## config.mk

```make
export PLATFORM = sky130hd
export DESIGN_NAME = led_pattern_sequencer
export DESIGN_NICKNAME = d
export VERILOG_FILES = /design/src/rtl/led_seq_pkg.sv /design/src/rtl/led_pattern_sequencer_edge_detect.sv /design/src/rtl/led_pattern_sequencer.sv
export SDC_FILE = /design/constraint.sdc
export NUM_CORES = 1
export LEC_CHECK = 0
export ABC_AREA = 0
export CORE_MARGIN = 1.5
export CORE_UTILIZATION = 45
export DETAILED_ROUTE_END_ITERATION = 6
export PLACE_DENSITY_LB_ADDON = 0.25
export SYNTH_ARGS = -nofsm -noshare
export SYNTH_HDL_FRONTEND = slang
export SYNTH_HIERARCHICAL = 1
export SYNTH_SLANG_ARGS = --single-unit
export TNS_END_PERCENT = 5
```

## constraint.sdc

```tcl
create_clock -name clk_in -period 1.4 [get_ports clk_in]
set_clock_uncertainty 0.15 [all_clocks]
set_input_delay 0.35 -clock clk_in [delete_from_list [all_inputs] [get_ports clk_in]]
set_output_delay 0.35 -clock clk_in [all_outputs]
set_load 0.01 [all_outputs]
```

## src/rtl/led_seq_pkg.sv

```systemverilog
// led_seq_pkg
//   Shared constants for the LED pattern sequencer: pattern-select codes,
//   FSM state encoding and bounce-direction encoding.
package led_seq_pkg;

    // Pattern select codes carried on the 2-bit mode input
    localparam logic [1:0] MODE_ROT_L  = 2'b00;
    localparam logic [1:0] MODE_ROT_R  = 2'b01;
    localparam logic [1:0] MODE_BOUNCE = 2'b10;
    localparam logic [1:0] MODE_COUNT  = 2'b11;

    typedef enum logic {
        ST_IDLE = 1'b0,
        ST_RUN  = 1'b1
    } state_e;

    // Bounce travel direction: UP moves the lit LED towards the MSB
    localparam logic DIR_UP = 1'b0;
    localparam logic DIR_DN = 1'b1;

endpackage : led_seq_pkg

```

## src/rtl/led_pattern_sequencer_edge_detect.sv

```systemverilog
// edge_detect
//   Detects transitions of a level that is synchronous to clk_in.
//   Ports:
//     clk_in   - system clock
//     resetn   - synchronous active-low reset
//     sig_in   - level to watch (registered elsewhere in the clk_in domain)
//     edge_out - combinational strobe, high in the cycle the change is seen
//   EDGE_SEL = 0 reports rising edges only, EDGE_SEL = 1 reports both edges.
module edge_detect #(
    parameter int EDGE_SEL = 0
) (
    input  logic clk_in,
    input  logic resetn,
    input  logic sig_in,
    output logic edge_out
);

    logic tick_q;

    // tick_q follows sig_in even during reset so a level that is already
    // high when reset releases is not mistaken for a fresh edge.
    always_ff @(posedge clk_in) begin
        if (!resetn) begin
            tick_q <= sig_in;
        end else begin
            tick_q <= sig_in;
        end
    end

    assign edge_out = (EDGE_SEL != 0) ? (sig_in ^ tick_q) : (sig_in & ~tick_q);

endmodule : edge_detect

```

## src/rtl/led_pattern_sequencer.sv

```systemverilog
// led_pattern_sequencer
//   Advances an LED pattern once per detected edge of the divided-clock
//   level tick_in. Four patterns: rotate-left, rotate-right, bounce and
//   binary up-count.
//   Ports:
//     clk_in     - system clock
//     resetn     - synchronous active-low reset
//     tick_in    - divided-clock level, synchronous to clk_in (not a clock)
//     enable     - 1 runs the pattern, 0 idles with LEDs dark
//     mode       - pattern select (see led_seq_pkg MODE_* codes)
//     led_out    - registered LED drive
//     step_pulse - one-cycle strobe on every pattern advance
//     wrap_pulse - one-cycle strobe when a pattern completes its period
module led_pattern_sequencer
    import led_seq_pkg::*;
#(
    parameter int LED_WIDTH = 4,
    parameter int EDGE_SEL  = 0
) (
    input  logic                 clk_in,
    input  logic                 resetn,
    input  logic                 tick_in,
    input  logic                 enable,
    input  logic [1:0]           mode,
    output logic [LED_WIDTH-1:0] led_out,
    output logic                 step_pulse,
    output logic                 wrap_pulse
);

    localparam logic [LED_WIDTH-1:0] LED_ONE = {{(LED_WIDTH-1){1'b0}}, 1'b1};
    localparam logic [LED_WIDTH-1:0] LED_MSB = {1'b1, {(LED_WIDTH-1){1'b0}}};

    state_e               state_q, state_d;
    logic [1:0]           mode_q;
    logic [LED_WIDTH-1:0] led_q, led_d;
    logic                 dir_q, dir_d;
    logic                 step_q, step_d;
    logic                 wrap_q, wrap_d;
    logic                 tick_edge;
    logic                 load;

    function automatic logic [LED_WIDTH-1:0] load_pattern(input logic [1:0] m);
        logic [LED_WIDTH-1:0] p;
        case (m)
            MODE_ROT_R: p = LED_MSB;
            MODE_COUNT: p = '0;
            default:    p = LED_ONE;   // rotate-left and bounce start at LSB
        endcase
        return p;
    endfunction

    edge_detect #(
        .EDGE_SEL (EDGE_SEL)
    ) u_edge_detect (
        .clk_in   (clk_in),
        .resetn   (resetn),
        .sig_in   (tick_in),
        .edge_out (tick_edge)
    );

    // Reload on entry to RUN or whenever the selected pattern changes;
    // an edge in the same cycle is dropped because load wins below.
    assign load = enable && ((state_q == ST_IDLE) || (mode_q != mode));

    // ---- state register ----
    always_ff @(posedge clk_in) begin
        if (!resetn) begin
            state_q <= ST_IDLE;
        end else begin
            state_q <= state_d;
        end
    end

    // ---- next-state logic ----
    always_comb begin
        state_d = state_q;
        case (state_q)
            ST_IDLE: if (enable)  state_d = ST_RUN;
            ST_RUN:  if (!enable) state_d = ST_IDLE;
            default: state_d = ST_IDLE;
        endcase
    end

    // ---- output / pattern next-value logic ----
    always_comb begin
        led_d  = led_q;
        dir_d  = dir_q;
        step_d = 1'b0;
        wrap_d = 1'b0;
        if (!enable) begin
            led_d = '0;
        end else if (load) begin
            led_d = load_pattern(mode);
            dir_d = DIR_UP;
        end else if ((state_q == ST_RUN) && tick_edge) begin
            step_d = 1'b1;
            case (mode)
                MODE_ROT_L: begin
                    led_d  = {led_q[LED_WIDTH-2:0], led_q[LED_WIDTH-1]};
                    wrap_d = led_q[LED_WIDTH-1];
                end
                MODE_ROT_R: begin
                    led_d  = {led_q[0], led_q[LED_WIDTH-1:1]};
                    wrap_d = led_q[0];
                end
                MODE_BOUNCE: begin
                    // Turn around at the ends without dwelling there
                    if (dir_q == DIR_UP) begin
                        if (led_q[LED_WIDTH-1]) begin
                            led_d = led_q >> 1;
                            dir_d = DIR_DN;
                        end else begin
                            led_d = led_q << 1;
                        end
                    end else begin
                        if (led_q[0]) begin
                            led_d = led_q << 1;
                            dir_d = DIR_UP;
                        end else begin
                            led_d = led_q >> 1;
                        end
                    end
                    // A period ends whenever the lit LED lands on the LSB
                    wrap_d = led_d[0];
                end
                default: begin
                    led_d  = led_q + LED_ONE;
                    wrap_d = &led_q;
                end
            endcase
        end
    end

    // ---- pattern, direction, mode history and strobe registers ----
    always_ff @(posedge clk_in) begin
        if (!resetn) begin
            led_q  <= '0;
            dir_q  <= DIR_UP;
            step_q <= 1'b0;
            wrap_q <= 1'b0;
            mode_q <= mode;
        end else begin
            led_q  <= led_d;
            dir_q  <= dir_d;
            step_q <= step_d;
            wrap_q <= wrap_d;
            mode_q <= mode;
        end
    end

    assign led_out    = led_q;
    assign step_pulse = step_q;
    assign wrap_pulse = wrap_q;

endmodule : led_pattern_sequencer

```

==> flow_summary_export.csv <==
group,metric,value,unit
floorplan,dieArea,0.00179,mm2
hold_path,hp-start,"tick_in",
synthesis,syn_inst,80,
worst_setup_path,crit_required,1.44,ns
clocking,cts_tree,"yes",
finish,final_common_cell,"buf_4",
clocking,clock_sinks,11,
floorplan,start_util,0.508,
timing,setup_viol,6,
synthesis,async_reset_ff_frac,0,
finish,final_nets,127,
route,viasPerCell,5.64,
finish,final_cell_mix,"buf_4, nor2_1, dfxtp_1",
worst_setup_path,end_kind,"flip-flop",
finish,instances_no_fill,133,
synthesis,synth_cell_types,40,
route,drtIter0Drc,31,
worst_setup_path,cp_max_fo,6,
route,first_pass_iters,4,
clocking,cts_buffers,3,
power,p_int,0.504,mW
finish,fin_util,0.832,
power,clkPwrFrac,0.320,
worst_setup_path,worst-setup-path-type,"flip-flop to flip-flop",
placement,io_buffers,11,
job,max_cap_viol_count,0,
synthesis,synth_area_leaders,"dfxtp_1, a211oi_1, ha_1, nand2_1, nor2_1",
synthesis,synth_top_area_frac,0.317,
clocking,clock_latency,0.28,ns
synthesis,yosysWarnings,6,
synthesis,syn-num-nets,88,
clocking,cts_root_buffer,"clkbuf_4",
synthesis,syn_avg_cell_area,8.68,um2
floorplan,core.rowCount,13,
timing,slew_headroom,0.726,
floorplan,pin_count,12,
placement,routabilityCongestion,0.892,
power,swShare,0.293,
clocking,htreeDepth,1,
placement,place_area,0.00101,mm2
grt,grt_max_degree,10,
worst_setup_path,crit_start,"led_out[1]",
timing,fin_crit_sh,1.06,
placement,place_inst,126,
timing,post-route-min-period,1.48,ns
finish,antenna_cells,0,
synthesis,ys_seq_elements,11,
finish,seq_area,234,um2
synthesis,yosysTopAreaCell,"dfxtp_1",
placement,hpwl,1.41,mm
hold_path,hold_class,"input pin to flip-flop",
route,drc_errors,0,
power,p_leak,0.481,nW
finish,fillers,79,
status,violations,"negative setup slack",
floorplan,die_w,42.3,um
route,ant_nets,0,
grt,grt_pass1_wl,3.15,mm
synthesis,synth-seq-area-share,0.317,
clocking,clockBufferDepth,2,
route,wl,2.11,mm
worst_setup_path,cp.arrival,1.52,ns
floorplan,coreArea,0.00137,mm2
power,p_per_area,627,mW/mm2
placement,place_ws,-0.696,ns
finish,area_delta_synth_final,63.8,%
finish,layout-drive-gt1-share,0.525,
power,power.switching,0.209,mW
finish,final_area,0.00114,mm2
timing,worst_pin_slew,0.406,ns
timing,drv_slew,0,
route,wire_per_inst,15.8,um
clocking,clk_pin_slew,0.08,ns
grt,grt-ovfl-total,0,
timing,hold_violations,0,
worst_setup_path,start_kind,"flip-flop",
synthesis,synth_ff_type,"dfxtp_1",
grt,track_usage,0.233,
power,ir_worst_vdd,579,uV
power,comb_power_share,0.219,
synthesis,synth_edf_count,0,
synthesis,synth_area,694,um2
finish,multi_input_area,554,um2
route,dr_total_vias,750,
worst_setup_path,r2r_start,"led_out[1]",
status,status,"finished with violations",
floorplan,die_h,42.3,um
power,seqPwrFrac,0.460,
timing,max_freq,0.676,GHz
timing,worst_slack,-0.0790,ns
timing,rsz0062_at_grt,"yes",
grt,antenna_found_initial,0,
grt,grt_pass1_vias,683,
-- kinds of logic after synthesis --
| logic type | count (synthesis) | share of synthesized area |
|---|---|---|
| AO/OA/AOI/OAI | 27 | 0.299 |
| XOR/XNOR | 3 | 0.0378 |
| adder cells (fa/ha/maj) | 2 | 0.0360 |
| buffers and inverters | 7 | 0.0432 |
| flip-flops | 11 | 0.317 |
| multiplexers | 1 | 0.0144 |
| AND/OR/NAND/NOR | 29 | 0.252 |
-- per-stage QoR --
step / hold WS (ns) / power [mW] / setup TNS (ns)
2_1_floorplan: 0.228 / 0.406 / -0.0595
3_3_place_gp: 0.382 / 0.471 / -4.37
3_5_place_dp: 0.391 / 0.474 / -4.56
4_1_cts: 0.216 / 0.695 / -0.663
5_1_grt: 0.0671 / 0.743 / -0.606
6_report: 0.0582 / 0.713 / -0.258
-- power by group through the flow --
| stage | clock, mW | sequential [mW] | combinational (mW) |
|---|---|---|---|
| 2_1_floorplan | 0 | 0.336 | 0.0692 |
| 3_3_place_gp | 0 | 0.337 | 0.134 |
| 3_5_place_dp | 0 | 0.337 | 0.137 |
| 4_1_cts | 0.232 | 0.328 | 0.135 |
| 5_1_grt | 0.245 | 0.329 | 0.168 |
| 6_report | 0.229 | 0.328 | 0.156 |
-- metal layers --
layer / part of all wire / up-vias / wire length, um / global-route usage
met5: 0 / - / 0 / 0
met1: 0.44 / 345 / 923 / 0.320
met3: 0.055 / 10 / 116 / 0.0905
met4: 0.025 / 0 / 53 / 0.0563
met2: 0.48 / 26 / 1010 / 0.342
li1: - / 369 / - / -
-- final cells by class --
cell class | count | share of cell area
timing repair buffer | 37 | 0.252
multi-input combinational | 62 | 0.487
inverter | 4 | 0.0154
tap | 15 | 0.0165
clock buffer | 4 | 0.0231
sequential | 11 | 0.206
-- state kept, by name, indices dropped and copies added (netlist names) --
signal	count
step_pulse	1
dir_q	1
u_edge_detect/tick_q	1
wrap_pulse	1
led_out	4
state_q	1
mode_q	2
-- worst paths after layout --
kind	slack (ns)	cells after the start	end
min reg2reg	0.35	2	dir_q
min	0.06	1	u_edge_detect/tick_q
max reg2reg	-0.08	5	wrap_pulse
max	-0.08	5	wrap_pulse
-- synth_stat cells (2+ instances only) --
cell type   n
nand2_1     6
a21oi_1     4
nand3_1     2
xor2_1      2
a21boi_1    2
a21o_1      2
inv_1       4
ha_1        2
o21ai_0     4
nor2b_1     2
dfxtp_1    11
nor2_1      6
a211oi_1    4
buf_2       3
-- timing repair --
action | 4_1_cts | 5_1_grt
cloned | 0 | 0
setup buffers | 0 | 3
hold buffers | 0 | 0
endpoints found under the setup margin | 13 | 9
pin swaps | 2 | 8
resized for setup | 23 | 24
-- worst max-delay path, stage by stage (launching register included) --
cell,delay (ns)
dfxtp_4,0.39
buf_4,0.13
inv_1,0.06
nor4b_1,0.42
a211oi_1,0.10
nor4_2,0.14
No activity file was read; power rests on OpenSTA's default activity.
